--- src/rtl/hybridsub8_pipe.sv ---
`default_nettype none
// ============================================================================
// Module   : hybridsub8_pipe
// Brief    : Two-stage pipelined 8-bit subtractor D = X - Y - Bin. Stage 1 is a
//            6-bit carry lookahead, stage 2 ripples bits 7:6. Both sides use a
//            valid/ready handshake. Optional macro HYBRIDSUB8_SAT_EN enables
//            unsigned saturation to zero on borrow-out.
// Revision : 1.0 - initial release
// ============================================================================
module hybridsub8_pipe (
  input  logic       clk,
  input  logic       rst,
  input  logic       in_valid,
  output logic       in_ready,
  input  logic [7:0] Xi,
  input  logic [7:0] Yi,
  input  logic       Bin,
  output logic       out_valid,
  input  logic       out_ready,
  output logic [7:0] Di,
  output logic       Bout,
  output logic       Vout,
  output logic       Zout
);

  logic       s1_valid_q, s1_valid_d;
  logic [5:0] s1_dlo_q,   s1_dlo_d;
  logic       s1_c6_q,    s1_c6_d;
  logic [1:0] s1_xhi_q,   s1_xhi_d;
  logic [1:0] s1_nyhi_q,  s1_nyhi_d;

  logic       s2_valid_q, s2_valid_d;
  logic [7:0] s2_diff_q,  s2_diff_d;
  logic       s2_bout_q,  s2_bout_d;
  logic       s2_vout_q,  s2_vout_d;
  logic       s2_zout_q,  s2_zout_d;

  logic       s1_adv;
  logic       in_xfer;
  logic       out_xfer;

  logic [5:0] p;
  logic [5:0] g;
  logic [6:0] c;
  logic       c7;
  logic       c8;
  logic [7:0] diff_raw;

  // Handshake: stage 1 may move whenever stage 2 is empty or draining.
  always_comb begin
    out_xfer = s2_valid_q & out_ready;
    s1_adv   = s1_valid_q & (~s2_valid_q | out_ready);
    in_ready = ~rst & (~s1_valid_q | s1_adv);
    in_xfer  = in_valid & in_ready;
  end

  // Stage 1: subtract as X + ~Y + ~Bin with flat two-level lookahead.
  always_comb begin
    p    = Xi[5:0] ^ ~Yi[5:0];
    g    = Xi[5:0] & ~Yi[5:0];
    c[0] = ~Bin;
    c[1] = g[0] | (p[0] & c[0]);
    c[2] = g[1] | (p[1] & g[0]) | (p[1] & p[0] & c[0]);
    c[3] = g[2] | (p[2] & g[1]) | (p[2] & p[1] & g[0])
         | (p[2] & p[1] & p[0] & c[0]);
    c[4] = g[3] | (p[3] & g[2]) | (p[3] & p[2] & g[1])
         | (p[3] & p[2] & p[1] & g[0])
         | (p[3] & p[2] & p[1] & p[0] & c[0]);
    c[5] = g[4] | (p[4] & g[3]) | (p[4] & p[3] & g[2])
         | (p[4] & p[3] & p[2] & g[1])
         | (p[4] & p[3] & p[2] & p[1] & g[0])
         | (p[4] & p[3] & p[2] & p[1] & p[0] & c[0]);
    c[6] = g[5] | (p[5] & g[4]) | (p[5] & p[4] & g[3])
         | (p[5] & p[4] & p[3] & g[2])
         | (p[5] & p[4] & p[3] & p[2] & g[1])
         | (p[5] & p[4] & p[3] & p[2] & p[1] & g[0])
         | (p[5] & p[4] & p[3] & p[2] & p[1] & p[0] & c[0]);
  end

  // Stage 2: ripple the upper two bits from the registered C6.
  always_comb begin
    c7       = (s1_xhi_q[0] & s1_nyhi_q[0])
             | ((s1_xhi_q[0] ^ s1_nyhi_q[0]) & s1_c6_q);
    c8       = (s1_xhi_q[1] & s1_nyhi_q[1])
             | ((s1_xhi_q[1] ^ s1_nyhi_q[1]) & c7);
    diff_raw = {s1_xhi_q[1] ^ s1_nyhi_q[1] ^ c7,
                s1_xhi_q[0] ^ s1_nyhi_q[0] ^ s1_c6_q,
                s1_dlo_q};
  end

  always_comb begin
    s1_valid_d = s1_valid_q;
    s1_dlo_d   = s1_dlo_q;
    s1_c6_d    = s1_c6_q;
    s1_xhi_d   = s1_xhi_q;
    s1_nyhi_d  = s1_nyhi_q;
    if (in_xfer) begin
      s1_valid_d = 1'b1;
      s1_dlo_d   = p ^ c[5:0];
      s1_c6_d    = c[6];
      s1_xhi_d   = Xi[7:6];
      s1_nyhi_d  = ~Yi[7:6];
    end else if (s1_adv) begin
      s1_valid_d = 1'b0;
    end

    s2_valid_d = s2_valid_q;
    s2_diff_d  = s2_diff_q;
    s2_bout_d  = s2_bout_q;
    s2_vout_d  = s2_vout_q;
    s2_zout_d  = s2_zout_q;
    if (s1_adv) begin
      s2_valid_d = 1'b1;
      s2_bout_d  = ~c8;
      s2_vout_d  = c8 ^ c7;
`ifdef HYBRIDSUB8_SAT_EN
      // A borrow means the true result is negative: clamp to zero.
      if (~c8) begin
        s2_diff_d = 8'h00;
        s2_zout_d = 1'b1;
      end else begin
        s2_diff_d = diff_raw;
        s2_zout_d = ~|diff_raw;
      end
`else
      s2_diff_d  = diff_raw;
      s2_zout_d  = ~|diff_raw;
`endif
    end else if (out_xfer) begin
      s2_valid_d = 1'b0;
    end
  end

  always_ff @(posedge clk) begin
    if (rst) begin
      s1_valid_q <= 1'b0;
      s1_dlo_q   <= 6'h00;
      s1_c6_q    <= 1'b0;
      s1_xhi_q   <= 2'b00;
      s1_nyhi_q  <= 2'b00;
      s2_valid_q <= 1'b0;
      s2_diff_q  <= 8'h00;
      s2_bout_q  <= 1'b0;
      s2_vout_q  <= 1'b0;
      s2_zout_q  <= 1'b0;
    end else begin
      s1_valid_q <= s1_valid_d;
      s1_dlo_q   <= s1_dlo_d;
      s1_c6_q    <= s1_c6_d;
      s1_xhi_q   <= s1_xhi_d;
      s1_nyhi_q  <= s1_nyhi_d;
      s2_valid_q <= s2_valid_d;
      s2_diff_q  <= s2_diff_d;
      s2_bout_q  <= s2_bout_d;
      s2_vout_q  <= s2_vout_d;
      s2_zout_q  <= s2_zout_d;
    end
  end

  always_comb begin
    out_valid = s2_valid_q;
    Di        = s2_diff_q;
    Bout      = s2_bout_q;
    Vout      = s2_vout_q;
    Zout      = s2_zout_q;
  end

endmodule
`default_nettype wire

--- config.mk ---
export PLATFORM = sky130hd
export DESIGN_NAME = hybridsub8_pipe
export DESIGN_NICKNAME = d
export VERILOG_FILES = /design/src/rtl/hybridsub8_pipe.sv
export SDC_FILE = /design/constraint.sdc
export NUM_CORES = 1
export LEC_CHECK = 0
export ABC_AREA = 1
export CORE_AREA = 4 4 59 61
export CTS_CLUSTER_DIAMETER = 200
export DETAILED_ROUTE_END_ITERATION = 16
export DIE_AREA = 0 0 63 65
export GPL_TIMING_DRIVEN = 0
export PLACE_DENSITY = 0.75
export SETUP_SLACK_MARGIN = 0.02
export SYNTH_ARGS = -nofsm -noshare
export SYNTH_HDL_FRONTEND = slang
export SYNTH_SLANG_ARGS = --single-unit
--- constraint.sdc ---
create_clock -name clk -period 5.4 [get_ports clk]
set_input_delay 1.08 -clock clk [delete_from_list [all_inputs] [get_ports clk]]
set_output_delay 1.08 -clock clk [all_outputs]
set_load 0.02 [all_outputs]
== Word level (Yosys, flattened, before mapping) ==
Cells that the tools add are included.
Widths: inputs -> output; s select.

* Flip-flop bits (word level): 24
* Logic and storage cells: 102
* Input bits: 21
* Output and inout bits: 13

* Muxes and demuxes: 4
* Bitwise gates (word level): 84
* Reduce and logical (&&, ||, !) cells: 4

{| class="wikitable"
|+ Operators by type and width
! kind !! count
|-
| $and 1x1->1 || 44
|-
| $or 1x1->1 || 25
|-
| $xor 6x6->6 || 2
|-
| $reduce_or 8->1 || 1
|-
| $and 6x6->6 || 1
|-
| $not 6->6 || 1
|-
| $not 1->1 || 5
|-
| $xor 1x1->1 || 5
|-
| $mux 1 || 4
|-
| $reduce_bool 2->1 || 2
|-
| $not 2->2 || 1
|-
| $logic_not 1->1 || 1
|}

== Depth between registers and ports, before layout ==
* Depth after elaboration: 9
* Gate-level depth with buffers: 10
* Gate-level depth less buffers: 10

== Worst setup path after synthesis ==
No wires, ideal clock.

* Path kind: input -> output
* From: in rst
* To: out in_ready
* Stages on the path: 4
* Data required time: 4.320 ns
* Path buffers: 1
* Slack: 2.886 ns
* Arrival time: 1.434 ns
* Cells stage by stage: buf_6 > inv_8 > nand2_4 > inv_2

* Longest elaborated chain between the ends: 2

{| class="wikitable"
|+ RTL lines
! element !! line !! RTL
|-
| start, declared || 12 || <nowiki>input logic rst,</nowiki>
|-
| $not 1->1 || 53 || <nowiki>in_ready = ~rst & (~s1_valid_q | s1_adv);</nowiki>
|-
| $and 1x1->1 || 53 ||
|-
| end, declared || 14 || <nowiki>output logic in_ready,</nowiki>
|}

Every way passes these cells.

== Worst setup path in the final report ==
* From: in out_ready
* To: out in_ready

* Longest elaborated chain between the ends: 4

{| class="wikitable"
|+ RTL lines
! element !! line !! RTL
|-
| start, declared || 19 || <nowiki>input logic out_ready,</nowiki>
|-
| $or 1x1->1 || 52 || <nowiki>s1_adv = s1_valid_q & (~s2_valid_q | out_ready);</nowiki>
|-
| $and 1x1->1 || 52 ||
|-
| $or 1x1->1 || 53 ||
|-
| $and 1x1->1 || 53 ||
|}

Every way passes these cells.

==> results.md <==
Cells and area:
- The final net count is 236.
- Once layout is complete, the cells apart from fillers number 236.
- The final antenna diode count is 0.
- The synthesis-to-finish area growth is 29.5%.
- The layout has 291 filler cells.
- The area of the multi-input gates is 661 um^2.
- The fraction of final layout cells sized beyond drive strength 1 is 0.113.
- In the final layout, flip-flops and latches occupy 480 um^2.

Timing:
- The upper clock frequency limit is 288 MHz.
- The count of final hold-check violations is 0.
- The final max-slew violation count was 0.
- The final total negative setup slack is 0 ps.
- The final setup skew is 3.26 ps.
- The tightest slew margin relative to the limit is 0.855.
- The total of endpoints with negative setup slack in the final report is 0.
- Setup repair after global routing left no endpoint under its margin.
- The worst-margin pin slew is 217 ps.
- The portion of the clock cycle consumed by the worst path in the final layout is 0.644.
- Subtracting the final worst setup slack from the clock period gives 3480 ps.

Power:
- Of the total power, registers draw 0.523.
- IR analysis of the VDD net gives a maximum drop of 88.4 uV.
- The internal cell power is 0.000268 W.
- The leakage power figure is 0.774 nW.
- The proportion of power drawn by the clock network is 0.197.
- The share of total power dissipated in combinational logic is 0.280.
- The switching power of the nets is 0.000112 W.
- The share of total power consumed by net switching is 0.294.
- Power spread over the standard cell area amounts to 225 nW/um^2.

Global routing:
- The maximum number of pins on one net before global-route repair is 13.
- The first-pass GRT wire length is 4050 um.
- For this run, the total global-route usage over all layers was measured as 0.123.
- The via count of the first global-routing pass was 961.
- The total global routing overflow is 0.
- The number of antenna violations at the first check in global routing was 0.

Flow run:
- Max-cap violations in this run came to 0.

CTS:
- Clock latency on the worst-skew pair, taken at its later pin, is 310 ps.
- The number of clock buffers inserted by TritonCTS is 3.
- TritonCTS built the clock tree.
- The H-tree depth is 1.
- The clock transition at the register clock pins on the worst setup and hold paths after CTS is 120 ps.
- The master cell of the clock root buffer is sky130_fd_sc_hd__clkbuf_4.
- The clock passes through at most 2 buffers.
- The number of gates resized after CTS is 0.
- For this design, the CTS-stage hold fixing added 0 buffers.
- CTS saw 24 sinks.
- Post-CTS timing repair inserted 0 buffers for setup.

Routing:
- In the routed layout, each cell is associated on average with a via count of 4.75.
- The detailed router's first-iteration violation count is 54.
- The pre-antenna-repair detailed-routing pass consisted of 4 iterations.
- The routed via count is 1121.
- The routed wire length per instance is 10.1 um.
- In this run the remaining antenna-violating nets after routing total 0.
- The number of design rule violations left after detail routing is 0.
- The final layout contains routed wiring with a total length of 2400 um.

Worst hold path:
- The worst hold-check path type is register to register.

Logic synthesis:
- The distinct cell type count of the synthesized netlist is 25.
- Summing every instance area after synthesis gives 1300 um^2.
- After synthesis the netlist holds a flip-flop and latch count of 24.
- The net count after synthesis is 199.
- For this run, the register share of the synthesized area comes to 0.369.
- The yosys synthesis warning count is 0.
- The average cell area after synthesis is 7.76 um^2.
- The post-synthesis instance total is 168.

Critical path:
- For the worst setup path, the data arrival time is 2400 ps.
- In this run the worst path has a maximum fanout of 2.
- STA classifies the critical path endpoint as an output port.
- The launching element type of the critical path is a primary input.
- STA puts the critical path data required time at 4320 ps.
- By startpoint and endpoint, the worst setup path is classified as primary input to output port.

Die:
- The die footprint is 4100 um^2.
- The initial core utilization is 0.438.
- The number of rows in the core area is 20.
- The vertical die dimension is 65 um.
- The overall die width is 63 um.
- The number of placed I/O pins is 34.
- The placeable core area is 2980 um^2.

Placement:
- The congestion estimate from routability-driven global placement came to 0.818.
- The HPWL after detailed placement is 1940 um.
- Including well taps, the total number of placed cells is 233.
- The count of input and output buffers is 32.

Run status:
- The flow ran to the end, and the final reports show no timing, DRC or antenna violations.
==> stage by stage <==
stage               hold slack [ps]  instance area (um^2)  setup WS (ps)  power (W)  utilization
floorplan                       438                  1300           2890   0.000270            -
global placement                453                  1670           1910   0.000309        0.559
detailed placement              456                  1670           1910   0.000310        0.559
CTS                             476                  1690           1910   0.000384        0.567
global route                    511                  1690           1860   0.000405        0.567
finish                          476                  1690           1920   0.000380        0.567
==> cells in the final DEF (no fill, tap or decap) <==
cell type,count
sky130_fd_sc_hd__buf_2,1
sky130_fd_sc_hd__nand3_2,2
sky130_fd_sc_hd__inv_2,2
sky130_fd_sc_hd__a21oi_1,12
sky130_fd_sc_hd__clkdlybuf4s50_1,32
sky130_fd_sc_hd__nand2_1,23
sky130_fd_sc_hd__fa_1,3
sky130_fd_sc_hd__a21oi_2,1
sky130_fd_sc_hd__nor2_4,2
sky130_fd_sc_hd__o21ai_2,1
sky130_fd_sc_hd__nand3_1,9
sky130_fd_sc_hd__nor3_2,1
sky130_fd_sc_hd__nor2_2,1
sky130_fd_sc_hd__buf_6,3
sky130_fd_sc_hd__a22oi_1,1
sky130_fd_sc_hd__clkbuf_4,3
sky130_fd_sc_hd__dfxtp_1,24
sky130_fd_sc_hd__nand2_2,3
sky130_fd_sc_hd__o21ai_0,19
sky130_fd_sc_hd__ha_1,7
sky130_fd_sc_hd__nand4_1,3
sky130_fd_sc_hd__nand2_4,2
sky130_fd_sc_hd__inv_8,1
sky130_fd_sc_hd__nor3_1,1
sky130_fd_sc_hd__xor2_1,2
sky130_fd_sc_hd__nor2_1,16
sky130_fd_sc_hd__inv_1,28
==> cell usage after synthesis, drive strengths merged <==
cell	count	share of area
buf	4	0.030
dfxtp	24	0.37
nand2	28	0.098
nand3	11	0.050
a21oi	13	0.053
fa	3	0.046
inv	31	0.095
a22oi	1	0.0058
nor2	19	0.068
nand4	3	0.014
o21ai	20	0.080
ha	7	0.067
xor2	2	0.013
nor3	2	0.012
==> layout make-up <==
class                      instances  share of cell area
multi-input combinational        109               0.391
inverter                          31              0.0734
buffer                             4              0.0230
tap                               33              0.0245
sequential                        24               0.285
timing repair buffer              32               0.190
clock buffer                       3              0.0133
==> state kept, by name, summed over array words and instances, names as in the netlist <==
name / flops
Zout: 1
s1_c6_q: 1
s1_nyhi_q: 2
out_valid: 1
Bout: 1
s1_valid_q: 1
s1_xhi_q: 2
Vout: 1
Di: 8
s1_dlo_q: 6
==> routing by layer <==
metal	GRT usage	vias to the layer above	share of wire
met5	0	-	0
met4	0.0744	0	0.024
met3	0.0121	4	0.038
met2	0.212	25	0.48
met1	0.147	484	0.46
li1	-	608	-
==> power groups by stage <==
stage	clock (W)	sequential, W	combinational (W)
floorplan	0	0.000210	0.0000599
global placement	0	0.000203	0.000106
detailed placement	0	0.000203	0.000107
CTS	0.0000775	0.000199	0.000108
global route	0.0000832	0.000201	0.000120
finish	0.0000749	0.000199	0.000106
==> kinds of logic after synthesis <==
| group | after synthesis | synth area share |
|---|---|---|
| fa+ha+maj | 10 | 0.113 |
| xor+xnor | 2 | 0.0134 |
| flops | 24 | 0.369 |
| simple gates | 63 | 0.242 |
| compound gates | 34 | 0.138 |
| buf+inv | 35 | 0.125 |
==> critical path: stages <==
cell                              delay [ps]
sky130_fd_sc_hd__clkdlybuf4s50_1         450
sky130_fd_sc_hd__inv_1                    50
sky130_fd_sc_hd__nand3_2                  80
sky130_fd_sc_hd__nand2_4                  60
sky130_fd_sc_hd__inv_2                    70
sky130_fd_sc_hd__clkdlybuf4s50_1         600
==> path summary, 6_finish.rpt <==
kind          startpoint  endpoint  slack [ps]  depth (start not counted)
max reg2reg      s1_c6_q      Zout        3380                          9
min reg2reg  s1_dlo_q[5]     Di[5]         480                          2
min          s1_dlo_q[5]     Di[5]         480                          2
max            out_ready  in_ready        1920                          6
Power figures use the tool's default switching activity.
